## src/rtl/dac_raw_sample_capture.sv

```systemverilog
// Triggered DAC tap capture: packs two samples per AXI-Stream beat for DMA to PS memory.
// Define RAW_SAVE_HEADER_EN to prefix each capture with a header beat {pad, 8'hA5, N[23:0]}.
module dac_raw_sample_capture #(
  parameter int DATA_WIDTH  = 16,
  parameter int COUNT_WIDTH = 24,
  parameter int OUT_WIDTH   = 2*DATA_WIDTH
) (
  input  logic                   aclk,
  input  logic                   areset,
  input  logic [DATA_WIDTH-1:0]  s_axis_tdata,
  input  logic                   s_axis_tvalid,
  output logic [OUT_WIDTH-1:0]   m_axis_tdata,
  output logic                   m_axis_tvalid,
  input  logic                   m_axis_tready,
  output logic                   m_axis_tlast,
  input  logic                   i_trigger,
  input  logic [COUNT_WIDTH-1:0] i_dac_sample_save,
  output logic                   o_busy,
  output logic                   o_done,
  output logic                   o_overflow,
  output logic [1:0]             o_dbg_state
);

  typedef enum logic [1:0] {
    ST_IDLE    = 2'd0,
    ST_CAPTURE = 2'd1,
    ST_DRAIN   = 2'd2,
    ST_DONE    = 2'd3
  } state_t;

  localparam logic [COUNT_WIDTH-1:0] CNT_ONE = COUNT_WIDTH'(1);

  state_t                 r_state;
  state_t                 w_next_state;
  logic                   r_trig_prev;
  logic [COUNT_WIDTH-1:0] r_n;
  logic [COUNT_WIDTH-1:0] r_cnt;
  logic [DATA_WIDTH-1:0]  r_pack_lo;
  logic [OUT_WIDTH-1:0]   r_tdata;
  logic                   r_tvalid;
  logic                   r_tlast;
  logic                   r_overflow;

  logic                   w_rise;
  logic                   w_fire;
  logic [COUNT_WIDTH-1:0] w_cnt_inc;
  logic                   w_last;
  logic                   w_commit;
  logic [OUT_WIDTH-1:0]   w_word;
  logic                   w_accept;
  logic                   w_can_load;

  assign w_rise     = i_trigger & ~r_trig_prev;
  assign w_fire     = (r_state == ST_CAPTURE) & s_axis_tvalid;
  assign w_cnt_inc  = r_cnt + CNT_ONE;
  assign w_last     = (w_cnt_inc == r_n);
  // Odd-indexed samples close a pair; an even-indexed final sample closes a half-empty word.
  assign w_commit   = w_fire & (r_cnt[0] | w_last);
  assign w_word     = r_cnt[0] ? OUT_WIDTH'({s_axis_tdata, r_pack_lo}) : OUT_WIDTH'(s_axis_tdata);

  // Output handshake: a beat transfers on a rising edge where m_axis_tvalid and
  // m_axis_tready are both high; while tvalid is high and tready low, tdata and
  // tvalid hold (tlast may only rise, when a dropped final word passes its flag on).
  assign w_accept   = r_tvalid & m_axis_tready;
  assign w_can_load = ~r_tvalid | m_axis_tready;

`ifdef RAW_SAVE_HEADER_EN
  logic [OUT_WIDTH-1:0] w_hdr;
  assign w_hdr = OUT_WIDTH'({8'hA5, 24'(i_dac_sample_save)});
`endif

  always_ff @(posedge aclk) begin
    if (areset) begin
      r_state <= ST_IDLE;
    end else begin
      r_state <= w_next_state;
    end
  end

  always_comb begin
    w_next_state = r_state;
    o_busy       = 1'b0;
    o_done       = 1'b0;
    case (r_state)
      ST_IDLE: begin
        if (w_rise) begin
          w_next_state = (i_dac_sample_save != '0) ? ST_CAPTURE : ST_DONE;
        end
      end
      ST_CAPTURE: begin
        o_busy = 1'b1;
        if (w_commit && w_last) begin
          w_next_state = ST_DRAIN;
        end
      end
      ST_DRAIN: begin
        o_busy = 1'b1;
        if (w_accept) begin
          w_next_state = ST_DONE;
        end
      end
      ST_DONE: begin
        o_done = 1'b1;
        if (!i_trigger) begin
          w_next_state = ST_IDLE;
        end
      end
      default: w_next_state = ST_IDLE;
    endcase
  end

  always_ff @(posedge aclk) begin
    if (areset) begin
      r_trig_prev <= 1'b0;
      r_n         <= '0;
      r_cnt       <= '0;
      r_pack_lo   <= '0;
      r_tdata     <= '0;
      r_tvalid    <= 1'b0;
      r_tlast     <= 1'b0;
      r_overflow  <= 1'b0;
    end else begin
      r_trig_prev <= i_trigger;
      if (w_accept) begin
        r_tvalid <= 1'b0;
      end
      if ((r_state == ST_IDLE) && w_rise) begin
        r_n        <= i_dac_sample_save;
        r_cnt      <= '0;
        r_pack_lo  <= '0;
        r_overflow <= 1'b0;
`ifdef RAW_SAVE_HEADER_EN
        if (i_dac_sample_save != '0) begin
          r_tdata  <= w_hdr;
          r_tvalid <= 1'b1;
          r_tlast  <= 1'b0;
        end
`endif
      end
      if (w_fire) begin
        r_cnt <= w_cnt_inc;
        if (!r_cnt[0]) begin
          r_pack_lo <= s_axis_tdata;
        end
        if (w_commit) begin
          if (w_can_load) begin
            r_tdata  <= w_word;
            r_tvalid <= 1'b1;
            r_tlast  <= w_last;
          end else begin
            // Word lost; the held beat inherits tlast so the capture still terminates.
            r_overflow <= 1'b1;
            if (w_last) begin
              r_tlast <= 1'b1;
            end
          end
        end
      end
    end
  end

  assign m_axis_tdata  = r_tdata;
  assign m_axis_tvalid = r_tvalid;
  assign m_axis_tlast  = r_tlast;
  assign o_overflow    = r_overflow;
  assign o_dbg_state   = r_state;

endmodule

```

## config.mk

```make
export PLATFORM = sky130hd
export DESIGN_NAME = dac_raw_sample_capture
export DESIGN_NICKNAME = d
export VERILOG_FILES = /design/src/rtl/dac_raw_sample_capture.sv
export SDC_FILE = /design/constraint.sdc
export NUM_CORES = 1
export LEC_CHECK = 0
export CAP_MARGIN = 10
export CORE_MARGIN = 2
export CORE_UTILIZATION = 33
export DETAILED_ROUTE_END_ITERATION = 8
export PLACE_DENSITY = 0.55
export SYNTH_ARGS = -nofsm -noshare
export SYNTH_HDL_FRONTEND = slang
export SYNTH_SLANG_ARGS = --single-unit
```

## constraint.sdc

```tcl
create_clock -name aclk -period 5.9 [get_ports aclk]
set_input_delay 1.475 -clock aclk [delete_from_list [all_inputs] [get_ports aclk]]
set_output_delay 1.475 -clock aclk [all_outputs]
set_load 0.1 [all_outputs]
```

==> key figures, run 1 <==
Placement
  – Dpl cell area: a little over 6000 um2
  – Port buffer count: 83
  – DP Worst Slack: ~1700 ps
  – DP Wirelength: between 10000 and 15000 um
  – Gp weighted congestion: 0.895
  – Dpl cells: about 900

Run status
  – Status: finished clean

Floorplan
  – I/O pin cnt: 84
  – Die Area: ~17000 um2
  – Std-Cell Rows: 46
  – Die X: 131 um
  – Starting Density: approximately 34%
  – Total core area: 15800 um2
  – Vert. Die Dim: 131 um

Critical path
  – Reg2Reg Depth: 9
  – Max FO, Critical Path: 19
  – Crit end category: register
  – Slowest cell on crit path: dfxtp_1
  – Critical Path, Cell by Cell: ha_1, nand3_1, nor3_1, nand2_1, xnor2_1, nor4_1, nand4_4, nand2_1, a221oi_1
  – FF-to-FF setup slack: 1850 ps
  – Slowest stage delay, CP: 750 ps
  – FF-to-FF End: m_axis_tdata[2]
  – CP startpoint kind: register
  – Crit-path most repeated cell: nand2_1
  – Critical Path AT: 4220 ps
  – Reg-to-Reg Start: r_cnt[0]
  – WP data required: 6070 ps
  – Setup crit start: r_cnt[0]
  – Critical path type: reg -> reg
  – Setup crit end: m_axis_tdata[2]

Clock tree
  – CTS resizes: 0
  – Postcts setup bufs: 0
  – Root Driver: clkbuf_16
  – CTS tree: yes
  – Post-CTS Hold Fix Bufs: 0
  – TritonCTS buffer count: 9
  – H-tree depth: 3
  – Buffer depth of the longest clock path: 2
  – CTS clk-pin slew, worst paths: 80 ps
  – TritonCTS Sinks: 102
  – Worst-skew pair later-pin latency: 360 ps

STA
  – Max-Slew Margin vs Limit: 17.1%
  – Fin Setup TNS: 0 ps
  – Worst setup margin: 1850 ps
  – Endpoints failing hold: 0
  – Fmax: 247 MHz
  – Minimum clock period: 4050 ps
  – Clock Skew: about 11 ps
  – Final setup viols: 0
  – Worst-margin pin slew: 1240 ps
  – Final Slew Violations: 0
  – RSZ-0062 raised after global routing: false
  – Hold WS: between 400 and 500 ps
  – Final period utilization: 68.7%

Synth
  – Avg Inst Size Synth: 8.14 um2
  – Seq cells post-synth: slightly above 100
  – Largest area contributor in the netlist: dfxtp_1
  – Post-synth net total: 702
  – Synth Area in Compound Gates: about a quarter
  – XOR/XNOR Fraction of Synth Area: 4.95%
  – Post-synthesis simple-gate area fraction: 24.0%
  – Top FF cell, synth: dfxtp_1
  – Sequential-to-total area share from yosys stat: 38.5%
  – Synth cell types: 62
  – Fraction of registers with async set/reset: 0%
  – EDFF count, synth: 0
  – Synth Warn #: 0
  – Mux cell area share after synthesis: 0.778%
  – Post-synthesis adder-cell area fraction: 1.18%
  – Largest cells by area after synthesis: dfxtp_1 (38%), nand2_1 (5.4%), a21oi_1 (4.3%), nor2_1 (3.9%), a211oi_1 (3.0%)
  – Synth Instances: about 650
  – Area fraction of the dominant cell type after synthesis: 38.5%
  – Cell Area, Synth: 5310 um2
  – Largest family of logic cells by synthesized area: compound AO/OA/AOI/OAI gates

Finish
  – Post-layout net count: 753
  – Most frequent cells in the layout: dfxtp_1 (102), clkdlybuf4s50_1 (82), nand2_1 (77)
  – Fraction of layout instances using a drive strength above 1: around 6.4%
  – # diodes: 0
  – Layout Area Growth over Synthesis: 23.2%
  – Commonest non-fill, non-tap cell in the layout: dfxtp_1
  – Non-filler instance count after layout: 924
  – Post-route cell area: roughly 6500 um2

Route
  – Drt initial violations: about 340
  – TritonRoute pass-1 iters: 5
  – Routed vias: 4962
  – DRC Markers: 0
  – Post-DR wirelength/cell: 15.9 um
  – ANT nets after route: 0
  – DR vias/cell: 5.37
  – Routed WL: 14700 um

Pwr
  – Worst VDD drop: 156 uV
  – LEAKAGE: 2.17 nW
  – Power per Cell Area: about 310 nW/um2

Global routing
  – Largest net degree at the start of global routing: 119
  – Total track usage: 17.6%
  – First-pass GRT wire length: 23800 um
  – Initial antenna violation count: 0
  – GR Overflow Total: 0
  – Vias in the first global route: ~4.6k

Job
  – Number of max-cap violations: 0

Hold path
  – Worst min-delay path category: reg -> reg
-- how the worst min path moves through the flow --
stage	slack, ps	endpoint	cells past startpoint	from
2_1_floorplan	450	r_n[12]	2	r_n[12]
3_3_place_gp	460	r_n[19]	2	r_n[19]
3_5_place_dp	460	r_n[5]	2	r_n[5]
4_1_cts	470	r_n[5]	2	r_n[5]
5_1_grt	480	r_n[5]	2	r_n[5]
6_report	470	r_n[5]	2	r_n[5]
-- sequential cells by signal, summed over array words and instances (netlist names) --
register / cells
m_axis_tdata: 32
o_dbg_state: 2
r_trig_prev: 1
r_cnt: 24
r_n: 24
o_overflow: 1
m_axis_tvalid: 1
r_pack_lo: 16
m_axis_tlast: 1
-- per-stage QoR --
stage                     power, mW  util, %
after floorplan                1.25        -
after global placement         1.40     39.4
after detailed placement       1.42     39.4
after CTS                      2.02     41.3
after global routing           2.10     41.3
final                          2.00     41.3
-- worst max-delay path, delay by kind of cell (launching register included) --
kind	cells	cell delay, ps
and+or+nand+nor	6	2400
DFF	1	750
adders and majority gates	1	350
AOI/OAI and AO/OA	1	180
xor gates and xnor gates	1	160
-- final cells by class --
class / instances / area, um2
Fill cell: 1608 / 9290
Tap cell: 216 / 270
Timing Repair Buffer: 88 / 866
Clock inverter: 7 / 77.6
Inverter: 39 / 146
Clock buffer: 9 / 225
Sequential cell: 102 / 2040
Multi-Input combinational cell: 463 / 2920
-- synthesized netlist by cell type, types with 3 or more instances --
cell type	number
a211oi_1	21
a21o_1	4
a21oi_1	46
a221oi_1	7
a221oi_2	10
a22oi_1	18
a311oi_1	4
a31oi_1	6
and2_1	4
and3_1	4
and4_1	5
buf_2	9
clkbuf_1	35
dfxtp_1	102
ha_1	5
inv_1	39
mux2i_1	3
nand2_1	77
nand2b_1	17
nand3_1	17
nand4_1	9
nor2_1	55
nor2b_1	20
nor3_1	14
nor4_1	12
o21ai_0	23
o32ai_1	16
xnor2_1	18
xor2_1	12
-- cells by family (layout without fill, tap and decap cells) --
kind of cell	count (synthesis)	after routing
AND/OR/NAND/NOR	251	251
AO/OA/AOI/OAI	173	173
flip-flops	102	102
buffers and inverters	87	143
XOR/XNOR	30	30
adder cells (fa/ha/maj)	5	5
multiplexers	4	4
-- power by group --
part	internal, mW	switching, mW	total, mW
combinational	0.204	0.413	0.617
clock	0.300	0.298	0.598
sequential	0.736	0.0452	0.781
total	1.24	0.756	2.00
-- layer usage --
layer  wire length (um)  track usage (%)  up-vias
li1                   -                -     2439
met1               6630             23.0     2374
met2               7040             29.0      134
met3                774             3.83       15
met4                210             5.51        0
met5                  0                0        -
No activity file was read; power rests on OpenSTA's default activity.
==> run 2: changes to the inputs <==
==> constraint.sdc (replaced) <==
create_clock -name aclk -period 4.2 [get_ports aclk]
set_input_delay 1.05 -clock aclk [delete_from_list [all_inputs] [get_ports aclk]]
set_output_delay 1.05 -clock aclk [all_outputs]
set_load 0.1 [all_outputs]
==> run 2 against run 1 <==
  * First-iteration DRC count up 6.4%
  * Cell area up 1.1%
  * Non-clock buffer count up 9
  * Clock skew about the same
  * Fmax up 15%
  * Sequential power up 40%
  * Total power up 42%
  * Largest cell class unchanged
  * Hold slack better by 2.4 ps
  * Sequential share of layout area down 0.33 points
  * Wire length up 5.5%
  * Global-route usage up 0.97 points
==> key figures, run 2 (same netlist as run 1, synthesis figures left out) <==
Clock tree
  – CTS resizes: 0 (unchanged)
  – Buffer depth of the longest clock path: 2 (unchanged)
  – Post-CTS Hold Fix Bufs: 0 (unchanged)
  – H-tree depth: 3 (unchanged)
  – CTS clk-pin slew, worst paths: 80 ps (about the same)
  – Root Driver: clkbuf_16
  – CTS tree: yes
  – TritonCTS Sinks: 102 (unchanged)
  – Postcts setup bufs: 0 (unchanged)
  – Worst-skew pair later-pin latency: 360 ps (about the same)
  – TritonCTS buffer count: 9 (unchanged)

Finish
  – Register Area: 2040 um2 (unchanged)
  – Post-route cell area: 6610 um2 (+1.1%)
  – Most frequent cells in the layout: dfxtp_1 (102), clkdlybuf4s50_1 (81), nand2_1 (77)
  – Fraction of layout instances using a drive strength above 1: 7.67% (+1.3 points)
  – Multi-input logic area: 2920 um2 (unchanged)
  – Max reg flops: 32 (unchanged)
  – Commonest non-fill, non-tap cell in the layout: dfxtp_1
  – # diodes: 0 (unchanged)
  – Fill cells: 1563 (-2.8%)
  – Layout Area Growth over Synthesis: 24.5%
  – Post-layout net count: 762 (+1.2%)

Floorplan
  – Std-Cell Rows: 46 (unchanged)
  – Vert. Die Dim: 131 um (unchanged)
  – Die Area: 17100 um2 (unchanged)
  – I/O pin cnt: 84 (unchanged)
  – Starting Density: 33.5% (unchanged)
  – Die X: 131 um (unchanged)
  – Total core area: 15800 um2 (unchanged)

Pwr
  – Worst VDD drop: 202 uV (+30%)
  – Flop pwr share: 38.5% (-0.6 points)
  – Internal Dissipation: 1.76 mW (+42%)
  – Power per Cell Area: 430 nW/um2 (+41%)
  – LEAKAGE: 2.21 nW (+1.9%)
  – Comb pwr share: 32.1% (+1.2 points)
  – Clock network power share: 29.4% (-0.6 points)
  – Sw Share: 38.1% (+0.26 points)
  – Sw Pwr: 1.08 mW (+43%)

Global routing
  – Vias in the first global route: 4671 (+1.5%)
  – Total track usage: 18.5% (+0.97 points)
  – Initial antenna violation count: 0 (unchanged)
  – First-pass GRT wire length: 24600 um (+3.4%)
  – Largest net degree at the start of global routing: 102 (-14%)
  – GR Overflow Total: 0 (unchanged)

Placement
  – Dpl cell area: 6310 um2 (+1.1%)
  – DP Wirelength: 11000 um (+7.3%)
  – Gp weighted congestion: 0.915 (+2.3%)
  – DP Worst Slack: 677 ps (-992 ps)
  – Port buffer count: 83 (unchanged)

Critical path
  – Critical Path AT: 3760 ps (-460 ps)
  – WP data required: 4450 ps (-1620 ps)
  – Critical path type: reg -> reg
  – Crit end category: register
  – Reg2Reg Depth: 9 (unchanged)
  – CP startpoint kind: register
  – Max FO, Critical Path: 40 (+21)

Route
  – DR vias/cell: 5.29 (-1.5%)
  – Routed vias: 4934 (-0.56%)
  – DRC Markers: 0 (unchanged)
  – ANT nets after route: 0 (unchanged)
  – Routed WL: 15500 um (+5.5%)
  – Drt initial violations: 366 (+6.4%)
  – Post-DR wirelength/cell: 16.6 um (+4.5%)
  – TritonRoute pass-1 iters: 5 (unchanged)

Run status
  – Status: finished clean

STA
  – Hold WS: 474 ps (+2.43 ps)
  – Worst setup margin: 690 ps (-1160 ps)
  – Endpoints failing hold: 0 (unchanged)
  – Worst-margin pin slew: 1000 ps (-238 ps)
  – Fmax: 285 MHz (+15%)
  – Fin Setup TNS: 0 ps (unchanged)
  – Final Slew Violations: 0 (unchanged)
  – Final setup viols: 0 (unchanged)
  – Minimum clock period: 3510 ps (-541 ps)
  – Max-Slew Margin vs Limit: 33.0% (+16 points)
  – Final period utilization: 83.6% (+15 points)
  – Clock Skew: 11.0 ps (-0.484 ps)
  – RSZ-0062 raised after global routing: false

Hold path
  – Worst min-delay path category: reg -> reg
  – Hold depth: 2 (unchanged)

Job
  – Number of max-cap violations: 0 (unchanged)
==> run 2: power by group through the flow <==
stage                     Clock (mW)  Combinational, mW  Sequential [mW]
after floorplan                    0              0.543             1.21
after global placement             0              0.890             1.11
after detailed placement           0              0.899             1.12
after CTS                      0.860              0.903             1.09
after global routing           0.900              0.990             1.10
final                          0.835              0.912             1.09
==> run 2: layout make-up <==
| type | instances | area share [%] |
|---|---|---|
| tap | 216 | 4.09 |
| clock buffer | 9 | 3.41 |
| clock inverter | 7 | 1.00 |
| inverter | 39 | 2.21 |
| sequential | 102 | 30.9 |
| multi-input combinational | 463 | 44.1 |
| timing repair buffer | 97 | 14.3 |
==> run 2: worst paths after layout <==
kind | from | to | slack, ps
worst min register to register | m_axis_tdata[6] | m_axis_tdata[6] | 470
worst max register to register | r_cnt[0] | m_axis_tdata[2] | 690
worst min-delay path | m_axis_tdata[6] | m_axis_tdata[6] | 470
worst max-delay path | r_cnt[0] | m_axis_tdata[2] | 690
==> run 2: critical path, cell delays in order, from the launching register on <==
cell      delay (ps)
dfxtp_1          340
buf_4            350
nand4_1          300
nor3_4           340
mux2i_1          220
o31ai_1          100
nor4_1           630
nand4_4          240
a21o_1           460
a221oi_1         410
==> run 2: routing by layer <==
layer	up-vias	share of wire, %	track usage (%)	wire length [um]
met5	-	0	0	0
met4	0	1.3	4.82	199
met3	11	4.4	4.23	674
met2	119	49	31.3	7650
met1	2348	45	24.0	6940
li1	2456	-	-	-
==> run 2: through the flow <==
step	cells	total power, mW	utilization, %
3_3_place_gp	916	2.00	39.9
4_1_cts	932	2.86	41.7
2_1_floorplan	652	1.75	-
5_1_grt	933	2.99	41.8
6_report	933	2.84	41.8
3_5_place_dp	916	2.01	39.9
